## src/rtl/voice_mixer_seq_if.sv

```systemverilog
// Bus interface for voice_mixer_seq.
// Groups the mix request (strobe, snapshot inputs, overrun clear) and the mix
// result (sample, valid pulse, clip/busy/overrun flags, FSM state) so that the
// producer side (master) and the mixer (slave) connect through one port.
//   master : drives sample_strobe, signals_in, gains_in, channel_mask,
//            clear_overrun; observes the result signals
//   slave  : the mixer itself, the mirror image of master
// Handshake: sample_strobe is a single-cycle request that is accepted only at
// an edge where busy is low; mixed_valid is a single-cycle pulse that marks
// the cycle in which mixed_signal/clipped carry a fresh result. There is no
// back-pressure; a strobe seen while busy is dropped and flagged in overrun.
interface voice_mixer_seq_if #(
   parameter int N      = 16,
   parameter int W      = 16,
   parameter int GAIN_W = 8,
   parameter int OUT_W  = 20
);
   logic                  sample_strobe;
   logic [N*W-1:0]        signals_in;
   logic [N*GAIN_W-1:0]   gains_in;
   logic [N-1:0]          channel_mask;
   logic                  clear_overrun;
   logic [OUT_W-1:0]      mixed_signal;
   logic                  mixed_valid;
   logic                  clipped;
   logic                  busy;
   logic                  overrun;
   logic [1:0]            state_dbg;

   modport master (
      output sample_strobe, signals_in, gains_in, channel_mask, clear_overrun,
      input  mixed_signal, mixed_valid, clipped, busy, overrun, state_dbg
   );

   modport slave (
      input  sample_strobe, signals_in, gains_in, channel_mask, clear_overrun,
      output mixed_signal, mixed_valid, clipped, busy, overrun, state_dbg
   );
endinterface

```

## src/rtl/voice_mixer_seq.sv

```systemverilog
// Time-multiplexed voice mixer.
// Mixes N unsigned W-bit voices into one OUT_W-bit sample with one
// multiply-accumulate datapath: one channel per clock, per-channel gain
// (g/128, 128 = unity) and enable, saturated registered result.
// Ports:
//   clk    : system clock, rising edge
//   rst_n  : asynchronous active-low reset
//   bus    : voice_mixer_seq_if slave modport (request inputs, result outputs,
//            state_dbg exposes the FSM state)
module voice_mixer_seq #(
   parameter int N      = 16,
   parameter int W      = 16,
   parameter int GAIN_W = 8,
   parameter int OUT_W  = 20
) (
   input  logic              clk,
   input  logic              rst_n,
   voice_mixer_seq_if.slave  bus
);
   localparam int IDX_W = (N > 1) ? $clog2(N) : 1;
   localparam int PW    = W + GAIN_W;
   localparam int ACC_W = PW + $clog2(N);
   // Working width for the saturation compare: wide enough for both the
   // shifted accumulator and the all-ones output limit.
   localparam int SW    = (ACC_W > OUT_W) ? ACC_W : OUT_W;

   typedef enum logic [1:0] {IDLE = 2'd0, ACCUM = 2'd1, DONE = 2'd2} state_t;

   state_t                state_q, state_d;
   logic [N*W-1:0]        sig_q, sig_d;
   logic [N*GAIN_W-1:0]   gain_q, gain_d;
   logic [N-1:0]          mask_q, mask_d;
   logic [ACC_W-1:0]      acc_q, acc_d;
   logic [IDX_W-1:0]      idx_q, idx_d;
   logic [OUT_W-1:0]      mixed_q, mixed_d;
   logic                  valid_q, valid_d;
   logic                  clip_q, clip_d;
   logic                  overrun_q, overrun_d;

   logic [W-1:0]          cur_sig;
   logic [GAIN_W-1:0]     cur_gain;
   logic [PW-1:0]         prod;
   logic [SW-1:0]         scaled;

   always_comb begin
      cur_sig  = sig_q[int'(idx_q)*W +: W];
      cur_gain = gain_q[int'(idx_q)*GAIN_W +: GAIN_W];
      prod     = PW'(cur_sig) * PW'(cur_gain);
      scaled   = SW'(acc_q) >> 7;
   end

   always_comb begin
      state_d   = state_q;
      sig_d     = sig_q;
      gain_d    = gain_q;
      mask_d    = mask_q;
      acc_d     = acc_q;
      idx_d     = idx_q;
      mixed_d   = mixed_q;
      valid_d   = 1'b0;
      clip_d    = clip_q;
      overrun_d = overrun_q;

      // A strobe while busy is dropped; setting the flag beats a clear.
      if (bus.sample_strobe && (state_q != IDLE)) begin
         overrun_d = 1'b1;
      end else if (bus.clear_overrun) begin
         overrun_d = 1'b0;
      end

      case (state_q)
         IDLE: begin
            if (bus.sample_strobe) begin
               sig_d   = bus.signals_in;
               gain_d  = bus.gains_in;
               mask_d  = bus.channel_mask;
               acc_d   = '0;
               idx_d   = '0;
               state_d = ACCUM;
            end
         end
         ACCUM: begin
            if (mask_q[idx_q]) begin
               acc_d = acc_q + ACC_W'(prod);
            end
            if (idx_q == IDX_W'(N - 1)) begin
               idx_d   = '0;
               state_d = DONE;
            end else begin
               idx_d = idx_q + 1'b1;
            end
         end
         DONE: begin
            if (scaled > SW'({OUT_W{1'b1}})) begin
               mixed_d = {OUT_W{1'b1}};
               clip_d  = 1'b1;
            end else begin
               mixed_d = scaled[OUT_W-1:0];
               clip_d  = 1'b0;
            end
            valid_d = 1'b1;
            state_d = IDLE;
         end
         default: state_d = IDLE;
      endcase
   end

   always_ff @(posedge clk or negedge rst_n) begin
      if (!rst_n) begin
         state_q   <= IDLE;
         sig_q     <= '0;
         gain_q    <= '0;
         mask_q    <= '0;
         acc_q     <= '0;
         idx_q     <= '0;
         mixed_q   <= '0;
         valid_q   <= 1'b0;
         clip_q    <= 1'b0;
         overrun_q <= 1'b0;
      end else begin
         state_q   <= state_d;
         sig_q     <= sig_d;
         gain_q    <= gain_d;
         mask_q    <= mask_d;
         acc_q     <= acc_d;
         idx_q     <= idx_d;
         mixed_q   <= mixed_d;
         valid_q   <= valid_d;
         clip_q    <= clip_d;
         overrun_q <= overrun_d;
      end
   end

   assign bus.mixed_signal = mixed_q;
   assign bus.mixed_valid  = valid_q;
   assign bus.clipped      = clip_q;
   assign bus.busy         = (state_q != IDLE);
   assign bus.overrun      = overrun_q;
   assign bus.state_dbg    = state_q;
endmodule

```

## src/flat_wrapper.sv

```systemverilog
// flat-port wrapper written by rule: the top's interface ports become plain ports
module voice_mixer_seq_flat 
#(
   parameter int N      = 16,
   parameter int W      = 16,
   parameter int GAIN_W = 8,
   parameter int OUT_W  = 20
)
  (clk, rst_n, bus_sample_strobe, bus_signals_in, bus_gains_in, bus_channel_mask, bus_clear_overrun, bus_mixed_signal, bus_mixed_valid, bus_clipped, bus_busy, bus_overrun, bus_state_dbg);
  voice_mixer_seq_if #(.N(N), .W(W), .GAIN_W(GAIN_W), .OUT_W(OUT_W)) bus_i ();
  input  logic clk;
  input  logic rst_n;
  input wire logic [$bits(bus_i.sample_strobe)-1:0] bus_sample_strobe;
  input wire logic [$bits(bus_i.signals_in)-1:0] bus_signals_in;
  input wire logic [$bits(bus_i.gains_in)-1:0] bus_gains_in;
  input wire logic [$bits(bus_i.channel_mask)-1:0] bus_channel_mask;
  input wire logic [$bits(bus_i.clear_overrun)-1:0] bus_clear_overrun;
  output wire logic [$bits(bus_i.mixed_signal)-1:0] bus_mixed_signal;
  output wire logic [$bits(bus_i.mixed_valid)-1:0] bus_mixed_valid;
  output wire logic [$bits(bus_i.clipped)-1:0] bus_clipped;
  output wire logic [$bits(bus_i.busy)-1:0] bus_busy;
  output wire logic [$bits(bus_i.overrun)-1:0] bus_overrun;
  output wire logic [$bits(bus_i.state_dbg)-1:0] bus_state_dbg;
  assign bus_i.sample_strobe = bus_sample_strobe;
  assign bus_i.signals_in = bus_signals_in;
  assign bus_i.gains_in = bus_gains_in;
  assign bus_i.channel_mask = bus_channel_mask;
  assign bus_i.clear_overrun = bus_clear_overrun;
  assign bus_mixed_signal = bus_i.mixed_signal;
  assign bus_mixed_valid = bus_i.mixed_valid;
  assign bus_clipped = bus_i.clipped;
  assign bus_busy = bus_i.busy;
  assign bus_overrun = bus_i.overrun;
  assign bus_state_dbg = bus_i.state_dbg;
  voice_mixer_seq #(.N(N), .W(W), .GAIN_W(GAIN_W), .OUT_W(OUT_W)) u_core (.clk(clk), .rst_n(rst_n), .bus(bus_i));
endmodule
```

## config.mk

```make
export PLATFORM = sky130hd
export DESIGN_NAME = voice_mixer_seq_flat
export DESIGN_NICKNAME = d
export VERILOG_FILES = /design/src/rtl/voice_mixer_seq_if.sv /design/src/rtl/voice_mixer_seq.sv /design/src/flat_wrapper.sv
export SDC_FILE = /design/constraint.sdc
export NUM_CORES = 1
export LEC_CHECK = 0
export BUFFER_PORTS_ARGS = -buffer_cell sky130_fd_sc_hd__clkbuf_2
export CELL_PAD_IN_SITES_DETAIL_PLACEMENT = 1
export CELL_PAD_IN_SITES_GLOBAL_PLACEMENT = 2
export CORE_MARGIN = 3
export CORE_UTILIZATION = 35
export CTS_CLUSTER_SIZE = 40
export DETAILED_ROUTE_END_ITERATION = 6
export GPL_ROUTABILITY_DRIVEN = 0
export PLACE_DENSITY_LB_ADDON = 0.1
export SYNTH_ARGS = -nofsm -noshare
export SYNTH_HDL_FRONTEND = slang
export SYNTH_SLANG_ARGS = --single-unit
export TNS_END_PERCENT = 100
```

## constraint.sdc

```tcl
create_clock -name clk -period 6.84 [get_ports clk]
set_input_delay 1.368 -clock clk [delete_from_list [all_inputs] [get_ports clk]]
set_output_delay 1.368 -clock clk [all_outputs]
set_load 0.005 [all_outputs]
```

======== Word-level counts from Yosys, hierarchy flattened ========
Cells that the tools add are included.
storage, ports and cells
  flip-flop bits (word level) ............. 457
  input bits .............................. 404
  output and inout port bits .............. 26
  logic and storage cells ................. 48
cells by class
  add/sub/neg operators ................... 2
  multipliers ............................. 1
  $lt $le $gt $ge ......................... 2
  equal/unequal tests ..................... 6
  shift operators ......................... 2
  mux-type cells .......................... 16
  reduce and logical (&&, ||, !) cells .... 9
operators with widths
  cell                    count
  $shiftx A256 B9 Y16     1
  $shiftx A128 B8 Y8      1
  $mux W28                2
  $pmux W28 S2            1
  $add A28 B24 Y28        1
  $mul A16 B8 Y24         1
  $gt A21 B20 Y1 const B  1
  $mux W20                1
  $mux W4                 2
  $pmux W4 S2             1
  $reduce_and A2 Y1       3
  $reduce_bool A2 Y1      3
  $lt A4 B5 Y1 const B    1
  $mux W1                 5
  $add A4 B1 Y4 const B   1
  $bmux W1 S4             1
  $eq A4 B4 Y1 const B    1
  $mux W2                 2
  $ne A2 B1 Y1 const B    2
  $pmux W2 S2             1
  $reduce_and A3 Y1       1
  $eq A2 B1 Y1 const B    1
  $eq A2 B2 Y1 const B    1
  $logic_not A2 Y1        1
  other kinds (2)         2

======== Longest topological paths before layout ========
Gate-level depths: netlist (run 1).
  depth after elaboration ................. 5
  gate-level depth with buffers ........... 23
  gate-level depth less buffers ........... 18

======== Worst setup path before layout (run 1) ========
Ideal clock, no wire load.
  path kind ............................... reg2reg
  start point ............................. reg u_core.idx_q[0]
  end point ............................... reg u_core.acc_q[22]
  setup time .............................. 69 ps
  data arrival time ....................... 6,154 ps
  required time ........................... 6,771 ps
  path slack .............................. 617 ps
  stages on the path, launching flop included .. 20
  path buffers ............................ 3
  clock period less this slack ............ 6,223 ps
  cells stage by stage .................... dfrtp_1 -> buf_6 -> buf_6 -> buf_2 -> mux4_2 -> mux4_2 -> and2_1 -> fa_1 -> fa_1 -> fa_1 -> inv_1 -> fa_1 -> inv_1 -> ha_1 -> a21oi_1 -> o211ai_1 -> a2111oi_2 -> nor4_1 -> or4_1 -> nand3_1
on the way
  longest elaborated chain between the ends .. 5
  elaborated cells between the ends (all ways) .. 10
  those cells by class .................... add/sub (1); mul (1); eq/ne (1); shift (2); mux (4); reduce/logical (1)
RTL lines
  element                                                           line                                          source
  start: declaration                                                voice_mixer_seq.sv:34                         logic [IDX_W-1:0] idx_q, idx_d;
  start signal: assignment                                          voice_mixer_seq.sv:126                        idx_q <= idx_d;
  $shiftx A256 B9 Y16 / $shiftx A128 B8 Y8 (equally long branches)  voice_mixer_seq.sv:46, voice_mixer_seq.sv:47
  $mul A16 B8 Y24                                                   voice_mixer_seq.sv:48                         prod = PW'(cur_sig) * PW'(cur_gain);
  $add A28 B24 Y28                                                  voice_mixer_seq.sv:84                         acc_d = acc_q + ACC_W'(prod);
  $mux W28                                                          voice_mixer_seq.sv:83                         if (mask_q[idx_q]) begin
  $pmux W28 S2                                                      voice_mixer_seq.sv:71                         case (state_q)
  end signal: assignment                                            voice_mixer_seq.sv:114                        acc_q <= '0;
  end signal: assignment                                            voice_mixer_seq.sv:125                        acc_q <= acc_d;
  end: declaration                                                  voice_mixer_seq.sv:33                         logic [ACC_W-1:0] acc_q, acc_d;
Parallel ways exist; a longest one is shown, timed or not. The select of a mux whose other input is x is not followed.
A chain may end at the register's enable or synchronous reset.

======== Worst setup path after layout (run 1) ========
Ends and elaborated chain as after synthesis.

==> results.toml, run 1 <==
[timing]
setup_viol_count_final = 0
drv_slew = 0
relSlewSlack_pct = 23.9
rsz0062_at_grt = "no"
tightest_slew_ns = 1.14
finClkSkew_ns = 0.0199
max_freq_ghz = 0.152
hold_viol_final = 0
period_share_pct = 96.5
finalCriticalPeriod_ns = 6.60
setup-tns-final_ns = 0
finalWorstSetupSlack_ns = 0.242

[layout]
flow.area_growth_from_synthesis_pct = 18.7
layout.cells.non_filler = 4030
fin_nets = 3610
fillCellCount = 8338
fin_area_um2 = 29900
drive_gt1_share_pct = 21.8
layout_common_cells = "nand2_1 (1294), dfrtp_1 (454), clkbuf_2 (428)"
layout_commonest_cell = "nand2_1"

[synthesis]
ys_seq_area_share_pct = 45.4
synth_fp_nets = 3244
synthSimpleGateAreaFrac_pct = 23.1
synth_adder_area_share_pct = 10.9
yosys.area.top_type = "dfrtp_1"
yosysUniqueCellTypes = 50
synth_top_family_by_area = "simple AND/OR/NAND/NOR gates"
syn_area_um2 = 25200
synth_edf_count = 0
synthCells = 2684
ys.flop_type = "dfrtp_1"
synth_top_area_share_pct = 45.4
syn_area_per_cell_um2 = 9.38
synth_compound_area_share_pct = 3.17
ys_warn_count = 0
ys_seq_elements = 457
async_flop_share_pct = 100
synth-xor-area-share_pct = 0.591
synth_area_leaders = "dfrtp_1 (45%), nand2_1 (19%), mux4_2 (11%)"
synth_mux_area_share_pct = 11.4

[critical_path]
reg2reg_to = "u_core.acc_q[22]$_DFFE_PN0P_"
crit_path_start = "u_core.idx_q[0]$_DFFE_PN0P_"
crit_type = "register to register"
path_cells = "buf_4, buf_4, mux4_2, mux4_2, and2_1, fa_1, fa_1, fa_1, inv_1, fa_1, inv_1, ha_1, a21oi_1, o211ai_1, a2111oi_4, nor4_1, or4_1, nand3_1"
cpMaxStageDelayCell = "mux4_2"
worstSetupEndpointType = "register"
reg2reg_from = "u_core.idx_q[0]$_DFFE_PN0P_"
crit_family = "adder cells"
cp_slowest_stage_delay_ns = 0.60
ff2ff_path_depth = 18
critPathRequiredTime_ns = 7.36
path_depth = 18
start_kind = "register"
rrSetupSlack_ns = 0.24
path_buf_inv = 4
arrival_ns = 7.12
path_common_cell = "fa_1"
crit_path_end = "u_core.acc_q[22]$_DFFE_PN0P_"
path_max_fanout = 9

[die]
die_y_um = 274
die_w_um = 274
io_pins = 430
start_util_pct = 35.6
num_rows = 97
core_um2 = 70600
dieArea_um2 = 75200

[route]
drt-initial-drc-count = 1387
vias = 19691
routed_via_density = 4.89
drc = 0
wl_um = 86700
wl_per_cell_um = 21.5
antenna_left = 0
first_pass_iters = 5

[clocking]
clkSinkCount = 457
cts_made_buffers = 52
insertion_delay_ns = 0.60
cts_root_buf = "clkbuf_16"
cts_tree = "yes"
h-tree-depth = 2
cts.path.max_buffers = 3
clk_pin_slew_ns = 0.06

[job]
max_cap_violations = 0

[placed_design]
place_area_um2 = 28200
post-dp-hpwl_um = 66700
dp_cells = 3936
pre_cts_ws_ns = 0.228
io_buffers = 429

[global_route]
gr-usage-all-layers_pct = 23.3
grt_pass1_vias = 21932
gr-total-overflow = 0
antenna_found_initial = 4
grt_max_degree = 246
grt_pass1_wl_um = 133000

[status]
run_status = "completed"

[hold_path]
hp-class = "register to register"
-- tightest hold or removal path: cells and delay by family, from the launching register on --
family / cells / cell delay [ns]
and+or+nand+nor: 2 / 0.10
DFF: 1 / 0.33
-- Yosys cell counts (2+ instances only) --
cell      number
nand2_1     1295
dfrtp_1      457
inv_1        175
mux4_2       121
clkbuf_1     120
fa_1         106
and2_1        91
o21ai_0       51
ha_1          50
nor2_1        40
a21oi_1       27
nand3_1       21
o31ai_1       15
buf_2         14
xnor2_1       12
a21o_1         8
nand4_1        6
o211ai_1       6
a211oi_1       5
buf_1          5
mux2i_1        5
xor2_1         5
buf_12         4
buf_6          4
nand2b_1       4
a31oi_1        3
buf_4          3
mux4_1         3
o21a_1         3
a21boi_0       2
and3_1         2
nor4_1         2
or4_1          2
-- how the worst min path moves through the flow --
| stage | start | end | slack [ns] | cells past startpoint |
|---|---|---|---|---|
| final | u_core.gain_q[24]$_DFFE_PN0P_ | u_core.gain_q[24]$_DFFE_PN0P_ | 0.47 | 2 |
| after global routing | u_core.sig_q[242]$_DFFE_PN0P_ | u_core.sig_q[242]$_DFFE_PN0P_ | 0.49 | 2 |
| after CTS | u_core.sig_q[125]$_DFFE_PN0P_ | u_core.sig_q[125]$_DFFE_PN0P_ | 0.47 | 2 |
| after detailed placement | u_core.gain_q[124]$_DFFE_PN0P_ | u_core.gain_q[124]$_DFFE_PN0P_ | 0.46 | 2 |
| after global placement | u_core.mask_q[8]$_DFFE_PN0P_ | u_core.mask_q[8]$_DFFE_PN0P_ | 0.45 | 2 |
| after floorplan | u_core.gain_q[104]$_DFFE_PN0P_ | u_core.gain_q[104]$_DFFE_PN0P_ | 0.44 | 2 |
-- repair_timing --
item | 4_1_cts | 5_1_grt
hold buffers | 0 | 0
buffers inserted | 0 | 0
endpoints found under the setup margin | 0 | 2
resized for setup | 0 | 1
-- layer usage --
layer,part of all wire [%],global-route usage [%],vias up
met5,0,0,-
li1,-,-,9194
met4,2.2,5.78,0
met1,45,32.8,9951
met2,47,37.9,456
met3,5.0,3.70,90
-- through the flow --
stage	hold slack [ns]	utilization, %
2_1_floorplan	0.437	-
4_1_cts	0.475	42.3
6_report	0.468	42.3
5_1_grt	0.490	42.3
3_3_place_gp	0.454	39.9
3_5_place_dp	0.459	39.9
-- logic make-up (layout without fill, tap and decap cells) --
group	Yosys count	in the layout
buffers and inverters	327	730
adder cells (fa/ha/maj)	156	156
other	0	3
multiplexers	130	130
flip-flops	457	457
AO/OA/AOI/OAI	130	130
XOR/XNOR	17	17
AND/OR/NAND/NOR	1467	1467
-- registers in the layout, indices dropped and copies added, names as in the netlist, 2 cells and up --
register                 count
u_core.sig_q               256
u_core.mask_q               16
u_core.idx_q                 4
u_core.bus.mixed_signal     20
u_core.gain_q              128
u_core.acc_q                28
u_core.bus.state_dbg         2
-- area by class of cell --
| cell class | instances | area, µm² | area share [%] |
|---|---|---|---|
| clock buffers | 76 | 1510 | 5.06 |
| inverters | 176 | 661 | 2.21 |
| clock inverters | 15 | 156 | 0.523 |
| multi-input cells | 1900 | 12400 | 41.5 |
| diodes | 3 | 7.51 | 0.0251 |
| well taps | 940 | 1180 | 3.93 |
| flip-flops and latches | 457 | 11400 | 38.3 |
| repair buffers | 463 | 2540 | 8.49 |
Power of run 1 is not shown: default switching activity piles up to over one toggle a cycle in this logic, so the estimate is an artifact.
==> inputs of run 2 (changes only) <==
CORE_UTILIZATION = 39   (was 35)
CTS_BUF_LIST = sky130_fd_sc_hd__clkbuf_4   (was not set)
clock period = 8.3 ns   (was 6.84 ns; I/O delays follow)
==> run 2 against run 1 <==
  * Final area is 1.2% lower
  * Utilization up 4.3 points
  * Clock skew rose by 0.054 ns
  * Critical path type unchanged
  * Count of clock-buffer cells in the layout up 110
  * Cell count grew 0.57%
  * Global-route usage is 2.9 points higher
  * Hold slack barely moved
  * Non-clock buffer count is 16 lower
==> results.toml, run 2 (synthesis gave the netlist of run 1 again) <==
[route]
wl_met2_um = 40200
routed_via_density = 5.03
antenna_left = 0
vias = 20386
highest_layer = "met5"
first_pass_iters = 5
wl_met1_um = 37500
wl_per_cell_um = 21.3
met3_length_um = 5900
drt-initial-drc-count = 1306
drc = 0
wl_um = 86200

[critical_path]
arrival_ns = 7.86
cp_slowest_stage_delay_ns = 0.84
path_cells = "buf_12, mux4_2, mux4_2, and2_1, fa_1, fa_1, fa_1, inv_1, fa_1, inv_1, ha_1, a21oi_1, o211ai_1, a2111oi_2, nor4_1, or4_1, nand3_1"
critPathRequiredTime_ns = 9.16
path_common_cell = "fa_1"
worstSetupEndpointType = "register"
reg2reg_to = "u_core.acc_q[22]$_DFFE_PN0P_"
ff2ff_path_depth = 17
path_max_fanout = 36
reg2reg_from = "u_core.idx_q[0]$_DFFE_PN0P_"
rrSetupSlack_ns = 1.29
crit_type = "register to register"
start_kind = "register"
cpMaxStageDelayCell = "dfrtp_4"

[clocking]
cts_root_buf = "clkbuf_4"
h-tree-depth = 4
cts.path.max_buffers = 3
insertion_delay_ns = 0.95
holdBufCountCts = 0
clk_pin_slew_ns = 0.06
cts_setup_buffers = 0
cts_made_buffers = 133
cts_tree = "yes"
clkSinkCount = 457
cts_resized = 0

[global_route]
grt_pass1_vias = 22792
gr-total-overflow = 0
antenna_found_initial = 22
gr-usage-all-layers_pct = 26.2
grt_pass1_wl_um = 133000
grt_max_degree = 233

[timing]
finalCriticalPeriod_ns = 7.01
setup_viol_count_final = 0
period_share_pct = 84.4
rsz0062_at_grt = "no"
drv_slew = 0
hold_viol_final = 0
setup-tns-final_ns = 0
relSlewSlack_pct = 19.9
finClkSkew_ns = 0.0743
max_freq_ghz = 0.143
tightest_slew_ns = 1.20

[job]
max_cap_violations = 0

[die]
num_rows = 92
die_w_um = 260
dieArea_um2 = 67600
start_util_pct = 39.7
die_y_um = 260
core_um2 = 63400
io_pins = 430

[layout]
reg_top3 = "u_core.sig_q (256), u_core.gain_q (128), u_core.acc_q (28)"
fin_area_um2 = 29500
flow.area_growth_from_synthesis_pct = 17.4
multi_input_area_um2 = 12400
fillCellCount = 7545
largest_reg_flops = 256
layout_commonest_cell = "nand2_1"
layout.cells.non_filler = 4053
regMostFlops = "u_core.sig_q"
fin_nets = 3675
fin_util_pct = 46.6
drive_gt1_share_pct = 24.2
layout_common_cells = "nand2_1 (1294), dfrtp_1 (454), clkbuf_2 (428)"
seqCellArea_um2 = 11400

[hold_path]
hp-class = "register to register"
whs_path_depth = 2
hold_path_end = "u_core.sig_q[127]$_DFFE_PN0P_"
hp-start = "u_core.sig_q[127]$_DFFE_PN0P_"

[status]
run_status = "completed"

[placed_design]
post-dp-hpwl_um = 64700
dp_cells = 3826
io_buffers = 429
place_area_um2 = 27900
## run 2: changes by cell type in the layout (fill, tap and decap cells not counted), moves of 2 or more
cell,delta
clkinvlp_4,+2
clkinv_2,-9
clkbuf_16,-52
inv_2,+3
clkinv_1,+25
clkbuf_1,-12
clkbuf_4,+186
buf_4,-12
clkbuf_8,-12
buf_12,-4
## run 2: critical path: cells and delay by family, from the launching register on
kind            cells  cell delay [ns]
buf+inv             3             0.47
compound gates      3             0.90
simple gates        4             0.99
flops               1             0.84
fa+ha+maj           5             2.47
mux                 2             1.17
## run 2: layout make-up
cell class / count / area share, %
Sequential cell: 457 / 38.7
Antenna cell: 4 / 0.0339
Tap cell: 846 / 3.58
Clock buffer: 186 / 4.73
Inverter: 176 / 2.24
Clock inverter: 37 / 0.741
Multi-Input combinational cell: 1900 / 41.9
Timing Repair Buffer: 447 / 8.01
## run 2: how the worst max path moves through the flow
stage | end | cells past startpoint | startpoint
5_1_grt | u_core.acc_q[22]$_DFFE_PN0P_ | 17 | u_core.idx_q[0]$_DFFE_PN0P_
3_3_place_gp | u_core.acc_q[22]$_DFFE_PN0P_ | 17 | u_core.idx_q[0]$_DFFE_PN0P_
4_1_cts | u_core.acc_q[22]$_DFFE_PN0P_ | 17 | u_core.idx_q[0]$_DFFE_PN0P_
3_5_place_dp | u_core.acc_q[22]$_DFFE_PN0P_ | 17 | u_core.idx_q[0]$_DFFE_PN0P_
2_1_floorplan | u_core.acc_q[22]$_DFFE_PN0P_ | 19 | u_core.idx_q[0]$_DFFE_PN0P_
6_report | u_core.acc_q[22]$_DFFE_PN0P_ | 17 | u_core.idx_q[0]$_DFFE_PN0P_
## run 2: through the flow
stage,setup slack (ns),hold slack (ns)
3_3_place_gp,1.37,0.452
3_5_place_dp,1.30,0.460
4_1_cts,1.23,0.475
5_1_grt,0.851,0.495
6_report,1.29,0.468
2_1_floorplan,2.08,0.437
## run 2: metal layers
metal  track usage (%)  vias to the layer above
met2              40.8                      526
li1                  -                     9422
met4              9.43                       30
met1              34.7                    10259
met5                 0                        -
met3              7.82                      149
Power of run 2 is left out for the same reason.
==> inputs of run 3 (changes only) <==
CORE_UTILIZATION = 33   (was 39)
clock period = 6.2 ns   (was 8.3 ns; I/O delays follow)
==> run 3 against run 2 <==
  * Largest cell class unchanged
  * Global-route usage is 2.6 points lower
  * Final area up 7.4%
  * Critical path depth is 6 higher
  * Sequential share of layout area shrank 2.7 points
  * Count of clock-buffer cells in the layout increased by 15
  * The flow now finishes with violations (setup timing)
  * Sequential cell count unchanged
  * Critical endpoint is now u_core.acc_q[27]$_DFFE_PN0P_
  * Worst setup slack got worse by 1.5 ns
  * Hold slack got worse by 0.16 ns
  * Utilization shrank 4.2 points
  * Via count increased by 2.1%
  * Routed wire length grew 6.9%
==> results.toml, run 3 (synthesis gave the netlist of run 1 again) <==
[status]
run_status = "complete, but fails checks"
violations = "setup timing"

[critical_path]
cpMaxStageDelayCell = "fa_2"
reg2reg_to = "u_core.acc_q[27]$_DFFE_PN0P_"
reg2reg_from = "u_core.idx_q[0]$_DFFE_PN0P_"
path_cells = "buf_12, buf_12, buf_12, mux4_2, mux4_2, buf_12, buf_4, and2_1, fa_2, fa_1, fa_1, inv_2, fa_1, inv_2, ha_4, buf_4, and3_1, a221o_1, a21oi_2, buf_6, nor4_4, o211ai_1, mux2i_1"
crit_path_start = "u_core.idx_q[0]$_DFFE_PN0P_"
rrSetupSlack_ns = -0.18
path_depth = 23
crit_family = "adder cells"
cp_slowest_stage_delay_ns = 0.57
worstSetupEndpointType = "register"
start_kind = "register"
path_common_cell = "buf_12"
arrival_ns = 7.19
crit_type = "register to register"
ff2ff_path_depth = 23
critPathRequiredTime_ns = 7.00
crit_path_end = "u_core.acc_q[27]$_DFFE_PN0P_"
path_max_fanout = 6
path_buf_inv = 9

[timing]
max_freq_ghz = 0.157
hold_viol_final = 0
drv_slew = 0
period_share_pct = 103
setup_viol_count_final = 7
finClkSkew_ns = 0.0754
finalWorstSetupSlack_ns = -0.184
relSlewSlack_pct = 30.5
tightest_slew_ns = 1.04
finalCriticalPeriod_ns = 6.38
rsz0062_at_grt = "yes"

[placed_design]
dp_cells = 4049
post-dp-hpwl_um = 69100
place_area_um2 = 28900
io_buffers = 429

[global_route]
antenna_found_initial = 10
gr-usage-all-layers_pct = 23.6
grt_pass1_wl_um = 141000
grt_max_degree = 174
grt_pass1_vias = 23768
gr-total-overflow = 0

[layout]
seqCellArea_um2 = 11400
layout_commonest_cell = "nand2_1"
reg_top3 = "u_core.sig_q (256), u_core.gain_q (128), u_core.acc_q (28)"
largest_reg_flops = 256
fin_area_um2 = 31700
flow.area_growth_from_synthesis_pct = 26.1
layout.cells.non_filler = 4329
drive_gt1_share_pct = 30.5
fillCellCount = 8775
fin_util_pct = 42.3
layout_common_cells = "nand2_1 (1288), dfrtp_1 (454), clkbuf_2 (428)"
fin_nets = 3826
multi_input_area_um2 = 12900
regMostFlops = "u_core.sig_q"

[job]
max_cap_violations = 0

[route]
wl_met1_um = 40300
wl_met2_um = 45600
routed_via_density = 4.81
first_pass_iters = 5
wl_um = 92200
drc = 0
met3_length_um = 3580
antenna_left = 0
wl_per_cell_um = 21.3
vias = 20813
drt-initial-drc-count = 1076
highest_layer = "met5"

[clocking]
cts.path.max_buffers = 3
clkSinkCount = 457
cts_tree = "yes"
cts_made_buffers = 137
clk_pin_slew_ns = 0.08
insertion_delay_ns = 0.96
h-tree-depth = 4
cts_root_buf = "clkbuf_4"

[die]
core_um2 = 74900
start_util_pct = 33.6
io_pins = 430
die_y_um = 282
die_w_um = 282
num_rows = 100
dieArea_um2 = 79600

[hold_path]
hp-class = "input pin to async pin"
run 3: changes by cell type in the layout (fill, tap and decap cells not counted), sizes merged:
cell and delta:
bufinv -1, buf +146, diode -1, bufbuf +1, clkbuf +15, clkinv -11
inv +4
run 3: per-layer routing:
layer / vias to the layer above / GRT usage, %
met5: - / 0
met4: 6 / 7.95
met3: 138 / 4.35
met2: 444 / 39.6
met1: 10519 / 30.7
li1: 9706 / -
run 3: worst reg2reg max path, stage by stage, from the launching register on:
cell	delay (ns)
dfrtp_4	0.53
buf_12	0.16
buf_12	0.14
buf_12	0.13
mux4_2	0.45
mux4_2	0.55
buf_12	0.17
buf_4	0.14
and2_1	0.16
fa_2	0.57
fa_1	0.44
fa_1	0.53
inv_2	0.05
fa_1	0.49
inv_2	0.05
ha_4	0.22
buf_4	0.15
and3_1	0.14
a221o_1	0.35
a21oi_2	0.18
buf_6	0.15
nor4_4	0.04
o211ai_1	0.25
mux2i_1	0.25
run 3: area by class of cell:
cell class	count	area share [%]
multi-input cells	1900	40.5
flip-flops and latches	457	36.1
repair buffers	594	12.2
clock buffers	201	4.75
well taps	969	3.82
inverters	176	2.08
clock inverters	29	0.540
diodes	3	0.0237
run 3: how the worst min path moves through the flow:
stage | slack [ns] | depth (start not counted) | start | endpoint
after floorplan | 0.44 | 2 | u_core.gain_q[104]$_DFFE_PN0P_ | u_core.gain_q[104]$_DFFE_PN0P_
after global placement | 0.45 | 2 | u_core.gain_q[18]$_DFFE_PN0P_ | u_core.gain_q[18]$_DFFE_PN0P_
after detailed placement | 0.46 | 2 | u_core.gain_q[48]$_DFFE_PN0P_ | u_core.gain_q[48]$_DFFE_PN0P_
after CTS | 0.22 | 1 | rst_n | u_core.sig_q[152]$_DFFE_PN0P_
after global routing | 0.26 | 1 | rst_n | u_core.sig_q[152]$_DFFE_PN0P_
final | 0.31 | 1 | rst_n | u_core.sig_q[152]$_DFFE_PN0P_
run 3: repair_timing:
item	CTS	global route
gates cloned	3	0
setup endpoints to repair	16	17
hold buffers	0	0
gates resized for setup	97	41
buffers inserted	38	8
pin swaps	53	45
run 3: stage by stage:
step,TNS (ns),hold WS (ns),worst slack (ns)
final,-0.597,0.312,-0.184
after CTS,-0.283,0.220,-0.0773
after global routing,-2.95,0.263,-0.364
after detailed placement,-3.24,0.461,-0.485
after global placement,-1.86,0.453,-0.374
after floorplan,0,0.437,0.0212
Power of run 3 is left out for the same reason.
